`src/rtl/pled_pkg.sv`:
```
// Shared types and constants for the PowerLED colour sequencer.
package pled_pkg;

   typedef enum logic [1:0] {
      ST_WAIT_LOCK = 2'd0,
      ST_FADE_IN   = 2'd1,
      ST_HOLD      = 2'd2,
      ST_FADE_OUT  = 2'd3
   } pled_state_e;

   localparam logic [2:0] C_OFF     = 3'b000;
   localparam logic [2:0] C_RED     = 3'b001;
   localparam logic [2:0] C_GREEN   = 3'b010;
   localparam logic [2:0] C_YELLOW  = 3'b011;
   localparam logic [2:0] C_BLUE    = 3'b100;
   localparam logic [2:0] C_MAGENTA = 3'b101;
   localparam logic [2:0] C_CYAN    = 3'b110;
   localparam logic [2:0] C_WHITE   = 3'b111;

   // Colour walk 1..7; anything outside the walk (including OFF) restarts at red.
   function automatic logic [2:0] next_color(input logic [2:0] c);
      logic [2:0] n;
      case (c)
         C_RED:     n = C_GREEN;
         C_GREEN:   n = C_YELLOW;
         C_YELLOW:  n = C_BLUE;
         C_BLUE:    n = C_MAGENTA;
         C_MAGENTA: n = C_CYAN;
         C_CYAN:    n = C_WHITE;
         C_WHITE:   n = C_RED;
         default:   n = C_RED;
      endcase
      return n;
   endfunction

endpackage

```
`src/rtl/pled_pwm_timebase.sv`:
```
// Free-running PWM timebase: prescaler, PWM counter and end-of-period strobe.
module pled_pwm_timebase #(
   parameter int PRESCALE = 4,
   parameter int PWM_BITS = 8
) (
   input  logic                sys_clk,
   input  logic                reset,
   output logic [PWM_BITS-1:0] pwm_cnt,
   output logic                period_end
);

   localparam int PRE_W = (PRESCALE > 1) ? $clog2(PRESCALE) : 1;
   localparam logic [PRE_W-1:0] PRE_LAST = PRE_W'(PRESCALE - 1);

   logic [PRE_W-1:0] pre_cnt;
   logic             pwm_tick;

   assign pwm_tick   = (pre_cnt == PRE_LAST);
   assign period_end = pwm_tick & (&pwm_cnt);

   always_ff @(posedge sys_clk) begin
      if (reset) begin
         pre_cnt <= '0;
         pwm_cnt <= '0;
      end else begin
         pre_cnt <= pwm_tick ? '0 : pre_cnt + PRE_W'(1);
         if (pwm_tick) begin
            pwm_cnt <= pwm_cnt + PWM_BITS'(1);
         end
      end
   end

endmodule

```
`src/rtl/pled_color_seq.sv`:
```
// Colour sequencer and PWM generator for the PowerLED RGB module.
// Fades each colour in, holds it, fades it out, then advances to the next colour.
module pled_color_seq
   import pled_pkg::*;
#(
   parameter int PRESCALE     = 4,
   parameter int PWM_BITS     = 8,
   parameter int FADE_STEP    = 1,
   parameter int HOLD_PERIODS = 256
) (
   input  logic                sys_clk,
   input  logic                reset,
   input  logic                pll_lock,
   input  logic                enable,
   input  logic [PWM_BITS-1:0] brightness,
   output logic                led_r,
   output logic                led_g,
   output logic                led_b,
   output logic [2:0]          color,
   output logic [1:0]          state,
   output logic                period_end
);

   localparam int HOLD_W = $clog2(HOLD_PERIODS + 1);
   localparam logic [HOLD_W-1:0] HOLD_LAST = HOLD_W'(HOLD_PERIODS - 1);
   localparam logic signed [PWM_BITS+1:0] STEP_S = (PWM_BITS + 2)'(FADE_STEP);

   // Fade arithmetic is done two bits wider and signed so neither direction can wrap.
   function automatic logic [PWM_BITS-1:0] fade_up(input logic [PWM_BITS-1:0] lvl,
                                                   input logic [PWM_BITS-1:0] tgt);
      logic signed [PWM_BITS+1:0] sum;
      sum = $signed({2'b00, lvl}) + STEP_S;
      if (sum >= $signed({2'b00, tgt})) begin
         return tgt;
      end
      return sum[PWM_BITS-1:0];
   endfunction

   function automatic logic [PWM_BITS-1:0] fade_down(input logic [PWM_BITS-1:0] lvl);
      logic signed [PWM_BITS+1:0] diff;
      diff = $signed({2'b00, lvl}) - STEP_S;
      if (diff <= 0) begin
         return '0;
      end
      return diff[PWM_BITS-1:0];
   endfunction

   logic [PWM_BITS-1:0] pwm_cnt;
   pled_state_e         state_q, state_nxt;
   logic [PWM_BITS-1:0] level_q, level_nxt;
   logic [PWM_BITS-1:0] lvl_up, lvl_dn;
   logic [2:0]          color_q, color_nxt;
   logic [HOLD_W-1:0]   hold_q, hold_nxt;
   logic [2:0]          led_p0;
   logic [2:0]          led_p1;

   pled_pwm_timebase #(
      .PRESCALE (PRESCALE),
      .PWM_BITS (PWM_BITS)
   ) u_timebase (
      .sys_clk    (sys_clk),
      .reset      (reset),
      .pwm_cnt    (pwm_cnt),
      .period_end (period_end)
   );

   // Loss of lock overrides everything immediately, even a coincident period_end.
   always_ff @(posedge sys_clk) begin
      if (reset || !pll_lock) begin
         state_q <= ST_WAIT_LOCK;
      end else begin
         state_q <= state_nxt;
      end
   end

   always_comb begin
      state_nxt = state_q;
      level_nxt = level_q;
      color_nxt = color_q;
      hold_nxt  = hold_q;
      lvl_up    = fade_up(level_q, brightness);
      lvl_dn    = fade_down(level_q);
      if (period_end) begin
         case (state_q)
            ST_WAIT_LOCK: begin
               level_nxt = '0;
               color_nxt = C_OFF;
               if (pll_lock && enable) begin
                  state_nxt = ST_FADE_IN;
                  color_nxt = C_RED;
               end
            end
            ST_FADE_IN: begin
               if (!enable) begin
                  state_nxt = ST_FADE_OUT;
               end else begin
                  level_nxt = lvl_up;
                  if (lvl_up >= brightness) begin
                     state_nxt = ST_HOLD;
                     hold_nxt  = '0;
                  end
               end
            end
            ST_HOLD: begin
               level_nxt = brightness;
               hold_nxt  = hold_q + HOLD_W'(1);
               if ((hold_q == HOLD_LAST) || !enable) begin
                  state_nxt = ST_FADE_OUT;
               end
            end
            ST_FADE_OUT: begin
               level_nxt = lvl_dn;
               if (lvl_dn == '0) begin
                  if (enable) begin
                     state_nxt = ST_FADE_IN;
                     color_nxt = next_color(color_q);
                  end else begin
                     state_nxt = ST_WAIT_LOCK;
                     color_nxt = C_OFF;
                  end
               end
            end
            default: begin
               state_nxt = ST_WAIT_LOCK;
            end
         endcase
      end
   end

   always_comb begin
      state  = state_q;
      color  = color_q;
      led_p0 = color_q & {3{pwm_cnt < level_q}};
   end

   // Stage p1: level/colour registers and the registered channel drive.
   always_ff @(posedge sys_clk) begin
      if (reset || !pll_lock) begin
         level_q <= '0;
         color_q <= C_OFF;
         hold_q  <= '0;
         led_p1  <= '0;
      end else begin
         level_q <= level_nxt;
         color_q <= color_nxt;
         hold_q  <= hold_nxt;
         led_p1  <= led_p0;
      end
   end

   assign led_r = led_p1[0];
   assign led_g = led_p1[1];
   assign led_b = led_p1[2];

endmodule

```
`config.mk`:
```
export PLATFORM = sky130hd
export DESIGN_NAME = pled_color_seq
export DESIGN_NICKNAME = d
export VERILOG_FILES = /design/src/rtl/pled_pkg.sv /design/src/rtl/pled_pwm_timebase.sv /design/src/rtl/pled_color_seq.sv
export SDC_FILE = /design/constraint.sdc
export NUM_CORES = 1
export LEC_CHECK = 0
export ABC_AREA = 1
export BUFFER_PORTS_ARGS = -buffer_cell sky130_fd_sc_hd__buf_2
export CORE_MARGIN = 5
export CORE_UTILIZATION = 40
export CTS_CLUSTER_DIAMETER = 60
export DETAILED_ROUTE_END_ITERATION = 12
export PLACE_DENSITY = 0.57
export SLEW_MARGIN = 20
export SYNTH_ARGS = -nofsm -noshare
export SYNTH_HDL_FRONTEND = slang
export SYNTH_HIERARCHICAL = 1
export SYNTH_SLANG_ARGS = --single-unit
```
`constraint.sdc`:
```
create_clock -name sys_clk -period 5.67 [get_ports sys_clk]
set_clock_uncertainty 0.05 [all_clocks]
set_input_delay 0.567 -clock sys_clk [delete_from_list [all_inputs] [get_ports sys_clk]]
set_output_delay 0.567 -clock sys_clk [all_outputs]
set_load 0.02 [all_outputs]
```
# Word level (Yosys, flattened, before mapping)
# Index checks and enable logic that the tools add are counted.
# word_totals
regBits	35
# classes
n_addsub	5
magnitude_cmp	4
n_eq_ne	17
mux	23
bitwise	2
n_reduce_logical	15
# op_table
cell	count
$mux W8	5
$pmux W8 S4	1
$mux W9	2
$pmux W3 S6	1
$pmux W9 S2	1
$mux W2	5
$ne A2 B2 Y1 const B	5
$add A8 B1 Y9 const B	1
$add A9 B1 Y9 const B	1
$eq A3 B3 Y1 const B	3
$eq A9 B8 Y1 const B	1
$ge A9 B8 Y1	1
$le A9 B1 Y1 const B	1
$sub A8 B1 Y9 const B	1
$add A8 B1 Y8 const B	1
$ge A8 B8 Y1	1
$logic_not A8 Y1	1
$lt A8 B8 Y1	1
$pmux W2 S4	1
$reduce_and A8 Y1	1
$eq A2 B2 Y1 const B	3
$eq A3 B2 Y1 const B	2
$mux W3	2
$pmux W3 S2	1
17 further kinds	23

# Depth between registers and ports, before layout
# depth
depth_word	8
ltp_mapped	26

# By module
# Netlist, hierarchy kept.
# by_module_without_submodules
mod	instances	cells_per_inst	area_per_inst_um2
pled_color_seq	1	377	2433.6
pled_pwm_timebase	1	57	430.4

# Least setup slack after synthesis
# Ideal clock, no wire load.
# synth_timing
kind	register to register
startpoint	reg level_q[0]
endpoint	reg hold_q[4]
setup_time_ns	0.115
arrival_ns	3.787
path_slack_ns	1.719
path_stages_with_launch	24
path_buffers	1
period_less_slack_ns	3.951
path_cell_list	dfxtp_1 -> ha_1 -> nand2_1 -> nor2_4 -> nand3_1 -> xor2_1 -> inv_1 -> ha_1 -> nand2_1 -> nand3b_1 -> nand3b_2 -> nand3_2 -> buf_6 -> nand2_1 -> and2_1 -> ha_1 -> nand2_1 -> nor2_1 -> nand4_1 -> nand4_1 -> nand3_1 -> o21ai_0 -> a21oi_1 -> o21a_1
# synth_via
elab_chain_cells	7
# synth_rtl
item	line	rtl
start, declared	pled_color_seq.sv:50	logic [PWM_BITS-1:0] level_q, level_nxt;
start signal, assigned	pled_color_seq.sv:144	level_q <= level_nxt;
$add A8 B1 Y9 (*)	pled_color_seq.sv:32	sum = $signed({2'b00, lvl}) + STEP_S;
$ge A9 B8 Y1	pled_color_seq.sv:33	if (sum >= $signed({2'b00, tgt})) begin
$mux W1	pled_color_seq.sv:33	
$mux W8 (*)	pled_color_seq.sv:36	return sum[PWM_BITS-1:0];
$ge A8 B8 Y1 (*)	pled_color_seq.sv:98	if (lvl_up >= brightness) begin
$ne A2 B2 Y1 (no line) (*)	--	
$reduce_and A4 Y1 (no line) (*)	--	
end signal, assigned	pled_color_seq.sv:146	hold_q <= hold_nxt;
end, declared	pled_color_seq.sv:53	logic [HOLD_W-1:0] hold_q, hold_nxt;
# Mark *: on every way between the ends. The rest lies on a longest branch, timed or not.
# A chain may end at the register's enable or synchronous reset.

# Worst setup path after layout
# Same ends and word-level chain as after synthesis.

==> results.json <==
{
  "status": "finished clean",
  "die_area_um2": 8950,
  "hold_viol_final": 0,
  "ys_seq_area_share_pct": 24.5,
  "die_w_um": 94.6,
  "leakage_nw": 1.40,
  "path_max_fanout": 11,
  "crit_path_start_kind": "flop",
  "min_path_type": "reg2reg",
  "fmax_mhz": 219,
  "syn-cell-area_um2": 2860,
  "met1_usage_pct": 23.4,
  "drv_slew": 0,
  "synth_top_family_by_area": "simple AND/OR/NAND/NOR gates",
  "fp.dieH_um": 94.6,
  "io_buffers": 20,
  "grt_pass1_wl_um": 12100,
  "layout_setup_ws_ns": 1.10,
  "synth_top_area_share_pct": 24.5,
  "clk_pin_slew_ns": 0.08,
  "rows": 30,
  "synth_simple_gate_area_share_pct": 35.3,
  "synth_most_common_cell": "nand2_1",
  "powerDensity_nw_per_um2": 164,
  "core-area_um2": 6870,
  "avgSynthCellArea_um2": 6.60,
  "final_nets": 500,
  "ys_types": 36,
  "ys_warn_count": 6,
  "synth_compound_area_share_pct": 13.5,
  "hold_start": "u_timebase/pre_cnt[0]$_SDFF_PP0_",
  "slew_headroom_pct": 64.1,
  "area_delta_synth_final_pct": 9.96,
  "grt_max_degree": 15,
  "grt_pass1_vias": 2605,
  "synth_cells": 434,
  "drt_iter0_drc": 124,
  "postCtsSetupRepairBufs": 0,
  "finalWirelength_um": 7030,
  "drive_gt1_share_pct": 9.45,
  "firstDrtPassIters": 4,
  "antenna_found_initial": 0,
  "period_share_pct": 80.6,
  "worstPathRequired_ns": 5.81,
  "synth-xor-area-share_pct": 2.75,
  "vias": 2781,
  "gp_congestion": 0.835,
  "clk_latency_ns": 0.30,
  "diodes": 0,
  "clock_sinks": 35,
  "synthesis.nets": 480,
  "detail-route-antenna-nets": 0,
  "top_usage_layer": "met2",
  "post-route-drc-count": 0,
  "synth.area.mux_share_pct": 0,
  "yosys_register_bits": 35,
  "ctsResizeCount": 0,
  "crit_start": "level_q[0]$_SDFFE_PP0P_",
  "synth_fa_ha_area_share_pct": 14.9,
  "period_needed_ns": 4.57,
  "max-vdd-ir-drop_v": 0.000150,
  "synth_area_leader_cell": "dfxtp_1",
  "end_kind": "flop",
  "synth_common_cells": "nand2_1 (102), inv_1 (54), nor2_1 (43), a21oi_1 (38), dfxtp_1 (35)",
  "wl_per_cell_um": 12.8,
  "synth_area_leaders": "dfxtp_1 (24%), ha_1 (15%), nand2_1 (13%)",
  "drt-vias-per-instance": 5.05,
  "worstMarginPinSlew_ns": 0.532,
  "root_buffer": "clkbuf_8",
  "fin_setup_tns_ns": 0,
  "place_hpwl_um": 5620,
  "clk_path_buf_depth": 2,
  "initial_utilization_pct": 41.7,
  "cts_made_buffers": 5,
  "rsz0062_at_grt": "false",
  "arrival_ns": 4.71,
  "ys.flop_type": "dfxtp_1",
  "crit_type": "reg2reg",
  "overflow": 0,
  "dp_slack_ns": 1.16,
  "use_met3_pct": 2.47,
  "cts_hold_buf": 0,
  "async_flop_share_pct": 0,
  "grt_use_total_pct": 17.0,
  "setup_viol": 0,
  "drv_cap": 0,
  "tritoncts": "yes",
  "synth-edff-count": 0,
  "pin_count": 21,
  "reg2reg_from": "level_q[0]$_SDFFE_PP0P_",
  "grtUsageMet2_pct": 27.5,
  "htree_levels": 2
}
per-layer routing:
metal | routed length [µm] | part of all wire, % | vias up
met5 | 0 | 0 | -
met4 | 84 | 1.2 | 0
met3 | 222 | 3.2 | 8
met2 | 3260 | 46 | 46
met1 | 3470 | 49 | 1248
li1 | - | - | 1479
registers in the layout (all words and copies together) (netlist names):
signal              count
color                   3
hold_q                  9
led_p1                  3
level_q                 8
state                   2
u_timebase/pre_cnt      2
u_timebase/pwm_cnt      8
power breakdown:
group / internal, mW / switching (mW) / total (mW)
registers: 0.248 / 0.00188 / 0.250
logic: 0.0129 / 0.0218 / 0.0348
clock network: 0.131 / 0.0994 / 0.230
layout by cell type (no fill, tap or decap), types with 2 or more instances in the layout:
cell type    n
o21ai_2      2
inv_1       54
clkbuf_8     5
nor3_1       8
and2_1       5
nor2_1      43
o21ai_0     13
nor4_1       2
nand3_1     34
nand2_1    102
buf_2       20
ha_1        34
o21a_1       5
xor2_1       7
dfxtp_1     35
o211ai_1     4
o21ai_1      2
xnor2_1      2
nor2_4       3
nand2_2      4
nand4_1     17
clkinv_1     2
a21oi_1     38
layout make-up:
class | instances | area (µm²)
clock buffers | 5 | 68.8
clock inverters | 3 | 43.8
fillers | 708 | 3720
inverters | 57 | 214
multi-input cells | 335 | 1900
flip-flops and latches | 35 | 701
well taps | 96 | 120
repair buffers | 20 | 100
cells by family (layout without fill, tap and decap cells):
group / count (synthesis) / after routing
AND/OR/NAND/NOR: 224 / 224
XOR/XNOR: 9 / 9
flip-flops: 35 / 35
buffers and inverters: 64 / 85
AO/OA/AOI/OAI: 68 / 68
adder cells (fa/ha/maj): 34 / 34
through the flow:
stage          utilization (%)  hold slack [ns]  instance area, µm²  total power [mW]  instances
2_1_floorplan                -            0.350                2860             0.279        434
3_3_place_gp              44.2            0.365                3040             0.290        543
3_5_place_dp              44.2            0.375                3040             0.291        543
4_1_cts                   45.8            0.387                3150             0.525        551
5_1_grt                   45.8            0.418                3150             0.542        551
6_report                  45.8            0.381                3150             0.516        551
worst max-delay path, stage by stage (launching register included):
cell and delay (ns):
dfxtp_1 0.45, ha_1 0.22, nand2_1 0.09, nor2_4 0.15, nand3_1 0.10, xor2_1 0.24, inv_1 0.07, ha_1 0.31
nand2_1 0.05, nand3b_1 0.16, nand3b_2 0.28, nand3_2 0.25, nand2_1 0.10, and2_1 0.15, ha_1 0.28, nand2_1 0.07
o21ai_0 0.16, nand2_1 0.07, nand4_1 0.16, nand3_1 0.29, o21ai_0 0.54, a21oi_1 0.08, o21a_1 0.12
worst paths after layout:
| kind | cells after the start | slack (ns) | endpoint |
|---|---|---|---|
| worst max-delay path | 22 | 1.10 | hold_q[4]$_SDFFE_PP0P_ |
| worst min-delay path | 1 | 0.38 | u_timebase/pre_cnt[0]$_SDFF_PP0_ |
| worst max register to register | 22 | 1.10 | hold_q[4]$_SDFFE_PP0P_ |
| worst min register to register | 1 | 0.38 | u_timebase/pre_cnt[0]$_SDFF_PP0_ |
No activity file was read; power rests on OpenSTA's default activity.
